**config.mk**
```make
export PLATFORM = sky130hd
export DESIGN_NAME = cp0_timer_intr
export DESIGN_NICKNAME = d
export VERILOG_FILES = /design/src/rtl/cp0_timer_intr.sv
export SDC_FILE = /design/constraint.sdc
export NUM_CORES = 1
export LEC_CHECK = 0
export CORE_UTILIZATION = 30
export CTS_CLUSTER_SIZE = 8
export DETAILED_ROUTE_END_ITERATION = 10
export SLEW_MARGIN = 20
export SYNTH_ARGS = -nofsm -noshare
export SYNTH_HDL_FRONTEND = slang
export SYNTH_SLANG_ARGS = --single-unit
```
**constraint.sdc**
```tcl
create_clock -name clk -period 3.4 [get_ports clk]
set_input_delay 0.51 -clock clk [delete_from_list [all_inputs] [get_ports clk]]
set_output_delay 0.51 -clock clk [all_outputs]
set_load 0.01 [all_outputs]
```
**src/rtl/cp0_timer_intr.sv**
```systemverilog
// rtl/cp0_timer_intr.sv - CP0 Count/Compare timer, Cause.IP, interrupt request and exception redirect
module cp0_timer_intr #(
  parameter int          COUNT_DIV      = 2,
  parameter logic [31:0] EXC_VEC_NORMAL = 32'h80000180,
  parameter logic [31:0] EXC_VEC_BOOT   = 32'hbfc00380,
  parameter logic [31:0] INT_VEC_OFFSET = 32'h00000080
) (
  input  logic        clk,
  input  logic        reset,
  input  logic [5:0]  ext_int,
  input  logic [31:0] cp0_status,
  input  logic        cp0_cause_iv,
  input  logic [1:0]  cp0_cause_sw,
  input  logic [31:0] cp0_epc,
  input  logic [31:0] cp0_errorepc,
  input  logic        count_wr,
  input  logic        compare_wr,
  input  logic [31:0] wr_data,
  input  logic        commit_valid,
  input  logic        commit_exc,
  input  logic [4:0]  commit_code,
  input  logic        commit_eret,
  output logic        int_req,
  output logic [7:0]  cause_ip,
  output logic [31:0] count,
  output logic [31:0] compare,
  output logic        redirect_valid,
  output logic [31:0] redirect_pc
);

  typedef enum logic [1:0] {
    S_IDLE  = 2'd0,
    S_PEND  = 2'd1,
    S_TAKEN = 2'd2
  } state_t;

  // Prescaler wide enough for COUNT_DIV up to 16 (max value 15).
  localparam logic [3:0] PRESCALE_LAST = 4'(COUNT_DIV - 1);

  logic [5:0]  ext_s1;
  logic [5:0]  ext_s;
  logic [3:0]  prescaler;
  logic        ti;
  logic        tick;
  logic [31:0] count_inc;
  logic        pend;
  logic        commit_int;
  logic [31:0] exc_base;
  state_t      state;

  logic status_ie, status_exl, status_erl, status_bev;
  logic [7:0] status_im;
  logic unused_status;

  assign status_ie     = cp0_status[0];
  assign status_exl    = cp0_status[1];
  assign status_erl    = cp0_status[2];
  assign status_im     = cp0_status[15:8];
  assign status_bev    = cp0_status[22];
  assign unused_status = ^{cp0_status[31:23], cp0_status[21:16], cp0_status[7:3]};

  assign tick       = (prescaler == PRESCALE_LAST);
  assign count_inc  = count + 32'd1;
  assign cause_ip   = {ti | ext_s[5], ext_s[4:0], cp0_cause_sw};
  assign pend       = status_ie & ~status_exl & ~status_erl & (|(cause_ip & status_im));
  assign commit_int = commit_valid & commit_exc & (commit_code == 5'd0);
  assign exc_base   = status_bev ? EXC_VEC_BOOT : EXC_VEC_NORMAL;

  // Two-flop synchronizer for the asynchronous hardware interrupt lines.
  always_ff @(posedge clk or posedge reset) begin
    if (reset) begin
      ext_s1 <= 6'd0;
      ext_s  <= 6'd0;
    end else begin
      ext_s1 <= ext_int;
      ext_s  <= ext_s1;
    end
  end

  // Count/Compare timer: prescaled Count increment, software loads, and the TI flag.
  always_ff @(posedge clk or posedge reset) begin
    if (reset) begin
      prescaler <= 4'd0;
      count     <= 32'd0;
      compare   <= 32'd0;
      ti        <= 1'b0;
    end else begin
      if (count_wr) begin
        count     <= wr_data;
        prescaler <= 4'd0;
      end else if (tick) begin
        count     <= count_inc;
        prescaler <= 4'd0;
      end else begin
        prescaler <= prescaler + 4'd1;
      end

      // A Compare write acknowledges the timer interrupt and beats a same-cycle match.
      if (compare_wr) begin
        compare <= wr_data;
        ti      <= 1'b0;
      end else if (!count_wr && tick && (count_inc == compare)) begin
        ti <= 1'b1;
      end
    end
  end

  // Interrupt request handshake with writeback; TAKEN waits for committed EXL to avoid re-requesting.
  always_ff @(posedge clk or posedge reset) begin
    if (reset) begin
      state   <= S_IDLE;
      int_req <= 1'b0;
    end else begin
      case (state)
        S_IDLE: begin
          if (pend) begin
            state   <= S_PEND;
            int_req <= 1'b1;
          end else begin
            int_req <= 1'b0;
          end
        end
        S_PEND: begin
          if (commit_int) begin
            state   <= S_TAKEN;
            int_req <= 1'b0;
          end else if (!pend) begin
            state   <= S_IDLE;
            int_req <= 1'b0;
          end else begin
            int_req <= 1'b1;
          end
        end
        S_TAKEN: begin
          int_req <= 1'b0;
          if (status_exl) begin
            state <= S_IDLE;
          end
        end
        default: begin
          state   <= S_IDLE;
          int_req <= 1'b0;
        end
      endcase
    end
  end

  // Front-end redirect after a committed exception (priority) or ERET; one-cycle pulse.
  always_ff @(posedge clk or posedge reset) begin
    if (reset) begin
      redirect_valid <= 1'b0;
      redirect_pc    <= 32'd0;
    end else begin
      if (commit_valid && commit_exc) begin
        redirect_valid <= 1'b1;
        redirect_pc    <= exc_base + ((commit_code == 5'd0 && cp0_cause_iv) ? INT_VEC_OFFSET : 32'd0);
      end else if (commit_valid && commit_eret) begin
        redirect_valid <= 1'b1;
        redirect_pc    <= status_erl ? cp0_errorepc : cp0_epc;
      end else begin
        redirect_valid <= 1'b0;
      end
    end
  end

endmodule

```
Word-level counts from Yosys, hierarchy flattened

Index checks and enable logic that the tools add are counted.

Equal/unequal tests: 7
Mux-type cells: 21
Bitwise logic cells: 9
Reduce and logical (&&, ||, !) cells: 13
$add $sub $neg: 3

Operator list:

| kind                                           | number |
|---|---|
| two-way mux 32 bit                             | 5 |
| adder 32 x 1 -> 32 bit (second input constant) | 1 |
| adder 32 x 8 -> 32 bit                         | 1 |
| == test 32 bit                                 | 1 |
| two-way mux 30 bit                             | 1 |
| AND 8 bit                                      | 1 |
| two-way mux 2 bit                              | 4 |
| two-way mux 4 bit                              | 2 |
| two-way mux 8 bit                              | 1 |
| OR reduction 8 bit                             | 1 |
| two-way mux 1 bit                              | 6 |
| case mux 2 bit (3 select lines)                | 1 |
| nonzero test 2 bit                             | 3 |
| AND 1 bit                                      | 5 |
| logical AND 1 bit                              | 5 |
| zero test 5 bit                                | 1 |
| adder 4 x 1 -> 4 bit (second input constant)   | 1 |
| == test 4 x 1 -> 1 bit (second input constant) | 1 |
| != test 2 bit (second input constant)          | 2 |
| != test 3 bit (second input constant)          | 1 |
| AND reduction 3 bit                            | 1 |
| == test 2 x 1 -> 1 bit (second input constant) | 1 |
| == test 2 bit (second input constant)          | 1 |
| zero test 2 bit                                | 1 |
| 4 further kinds                                | 5 |

Logic and storage cells: 63
Input bits: 149
Output and inout port bits: 106
Flip-flop bits (word level): 117

Depth between registers and ports, before layout

Depth after elaboration: 7
Gate-level depth with buffers: 10
Gate-level depth less buffers: 9

Least setup slack after synthesis

No wires, ideal clock.

Path kind: flip-flop to flip-flop
Start point: register count[0]
End point: register ti
Arrival time: 2.305 ns
Setup slack: 1.003 ns
Cell stages (with the launch flop): 11
Cell sequence: dfrtp_1 > ha_1 > and4_1 > buf_4 > and4_1 > buf_6 > o211ai_2 > a2111oi_1 > and4_1 > nand4_1 > o31ai_2

Word-level cells in the longest chain between the ends: 4

RTL lines:

| element                      | RTL line | source |
|---|---|---|
| start: declaration           | 25       | `output logic [31:0] count,` |
| start signal: assignment     | 89       | `count <= wr_data;` |
| start signal: assignment     | 92       | `count <= count_inc;` |
| adder 32 x 1 -> 32 bit       | 63       | `assign count_inc = count + 32'd1;` |
| == test 32 bit               | 102      | `end else if (!count_wr && tick && (count_inc == compare)) begin` |
| logical AND 1 bit            | 102      |  |
| nonzero test 2 bit (no line) | n/a      |  |
| end signal: assignment       | 86       | `ti <= 1'b0;` |
| end signal: assignment       | 101      | `ti <= 1'b0;` |
| end signal: assignment       | 103      | `ti <= 1'b1;` |
| end: declaration             | 43       | `logic ti;` |

Every way passes these cells.
A chain may end at the register's enable or synchronous reset.

Worst setup path in the final report

Ends and elaborated chain as after synthesis.

==> flow_summary.ini <==
[cts]
postCtsSetupRepairBufs = 0
clock_latency_ns = 0.42
ctsResizeCount = 0
cts_htree_levels = 4
clockBufferDepth = 2
hold_buffers = 0
cts_made_buffers = 17
tritoncts = done
cts-root-buf = clkbuf_16
cts.sinks = 117
clkTransAtPathRegs_ns = 0.06

[final_layout]
drive_above_1_share = 0.108
final_nets = 1016
syn_to_final_growth_pct = 49.2
antenna_cells = 0

[synthesis]
async_flop_share = 1.00
ys_warn_count = 0
avgSynthCellArea_um2 = 10.0
ys_seq_area_frac = 0.454
yosysUniqueCellTypes = 67
synth_ff_type = dfrtp_1
post_synth_instance_area_mm2 = 0.00645
synth_top_area_share = 0.454
synth_cells = 645
synth_enable_flop_cells = 0
yosys-top-cells-area = dfrtp_1, xnor2_1, mux2i_1
synth_fp_nets = 798
yosys.area.top_type = dfrtp_1
ys_ff_latch = 117

[critical_path]
critPathMaxStageDelay_ns = 0.50
cpMostUsedCell = and4_1
cp_data_required_time_ns = 3.73
cp-start-kind = flip-flop
cp-end-kind = flip-flop
path_buf_inv = 0
path_cells = ha_1 -> and4_1 -> and4_1 -> mux2i_1 -> nor2_1 -> nor4bb_1 -> nand4_1 -> o31ai_2
cp_top_family = simple AND/OR/NAND/NOR gates
arrival_ns = 3.12
path_max_fanout = 10
critical_path_class = flip-flop to flip-flop
cp_slowest_cell = dfrtp_1

[timing]
slew_headroom = 0.366
worst_hold_slack_ns = 0.347
period_needed_ns = 2.79
finalSetupViolCount = 0
finalCritPeriodShare = 0.822
fmax_mhz = 358
finalSetupTns_ns = 0
hold_violations = 0
worst_pin_slew_ns = 0.951
rsz0062_at_grt = no
setup_slack_ns = 0.607
fin_skew_ns = 0.00895
drv_slew = 0

[run_status]
status = completed

[placed_design]
portBuffers = 234
post-place-ws_ns = 0.639
place.gp.congestion = 0.840
dp_hpwl_um = 15200

[die]
fp.dieH_um = 149
initial_core_util = 0.307
die_area_mm2 = 0.0221
ios = 255
num_rows = 53
die_w_um = 149
coreArea_mm2 = 0.0210

[grt]
grt_pass1_vias = 5763
overflow = 0
grt_max_degree = 69
track_usage = 0.188
grt_pass1_wl_um = 31700
antenna_found_initial = 0

[power]
leakage_uw = 0.00388
p_total_uw = 4510
vdd_drop_max_v = 0.000333
power_density_mw_per_mm2 = 469

[worst_hold_path]
hold_class = flip-flop to flip-flop

[route]
vias_per_cell = 4.95
dr.pass1.iters = 4
drc = 0
drt-total-wl_um = 20500
vias = 5700
drt_iter0_markers = 233
antenna_left = 0
wl_per_cell_um = 17.8

[job]
drv_cap = 0
## state kept, by name, summed over array words and instances, names as in the netlist
name,count
compare,32
count,32
ext_s,6
ext_s1,6
int_req,1
prescaler,4
redirect_pc,32
redirect_valid,1
state,2
ti,1
## area by class of cell
class / count / area, um2
flip-flops and latches: 117 / 2930
well taps: 275 / 344
clock buffers: 18 / 439
inverters: 8 / 33.8
multi-input cells: 474 / 3280
repair buffers: 245 / 2450
fillers: 2051 / 11400
clock inverters: 14 / 150
## per-layer routing
layer,up-vias,global-route usage,wire length (um)
met5,-,0,0
met4,0,0.0588,306
met3,26,0.0598,1790
met2,210,0.315,9600
met1,2738,0.229,8750
li1,2726,-,-
## worst reg2reg max path, cell delays in order, from the launching register on
cell and delay (ns):
dfrtp_1 0.50, ha_1 0.38, and4_1 0.26, and4_1 0.49
mux2i_1 0.24, nor2_1 0.07, nor4bb_1 0.41, nand4_1 0.17
o31ai_2 0.19
## path summary, 6_finish.rpt
kind,from,end,slack [ns],depth (start not counted)
hold reg to reg,ext_s1[1],ext_s[1],0.35,0
setup / recovery,count[0],ti,0.61,8
min in group asynchronous,reset,compare[27],0.58,2
setup reg to reg,count[0],ti,0.61,8
hold / removal,ext_s1[1],ext_s[1],0.35,0
max in group asynchronous,reset,ext_s1[3],2.12,3
## per-stage QoR
step	util	instances	cell area [um2]
floorplan	-	645	6450
global placement	0.430	1119	9030
detailed placement	0.430	1119	9030
CTS	0.458	1151	9620
global route	0.458	1151	9620
finish	0.458	1151	9620
## cell usage after synthesis (all sizes together), types with 2 or more instances
cell type  instances
dfrtp            117
nand2             88
o21ai             64
xnor2             43
mux2i             36
mux2              32
xor2              29
buf               23
clkbuf            23
nor2              23
nand3             19
nand4             18
nor4              10
a211oi             9
nor3               9
a21o               8
a21oi              8
and4               8
inv                8
nand2b             7
and2               5
and3               5
a31oi              4
ha                 4
nor2b              4
a2111oi            3
nor4b              3
o211ai             3
or4                3
a21boi             2
nand4bb            2
o31ai              2
or2                2
or3                2
## report_power, final
part           leakage [uW]  internal (uW)  switching, uW  total (uW)
clock              0.000283           1100            714        1820
combinational       0.00216            567            441        1010
sequential          0.00143           1520            166        1690
## layout by cell type (no fill, tap or decap), types with 9 or more instances in the layout
| cell type | netlist | layout |
|---|---|---|
| a211oi_1 | 9 | 9 |
| clkbuf_16 | 0 | 17 |
| clkdlybuf4s50_1 | 0 | 231 |
| dfrtp_1 | 117 | 117 |
| mux2_2 | 32 | 32 |
| mux2i_1 | 36 | 36 |
| nand2_1 | 88 | 88 |
| nand3_1 | 18 | 18 |
| nand4_1 | 14 | 14 |
| nor2_1 | 23 | 23 |
| nor4_1 | 10 | 10 |
| o21ai_0 | 63 | 63 |
| xnor2_1 | 43 | 43 |
| xor2_1 | 29 | 29 |
## cells by family (layout without fill, tap and decap cells)
| logic type | count (synthesis) | count (layout) | synth area share |
|---|---|---|---|
| DFF | 117 | 117 | 0.454 |
| and+or+nand+nor | 215 | 215 | 0.180 |
| buffers and inverters | 54 | 285 | 0.0390 |
| AOI/OAI and AO/OA | 115 | 115 | 0.110 |
| adders and majority gates | 4 | 4 | 0.00776 |
| xor gates and xnor gates | 72 | 72 | 0.0978 |
| muxes | 68 | 68 | 0.112 |
Power figures use the tool's default switching activity.
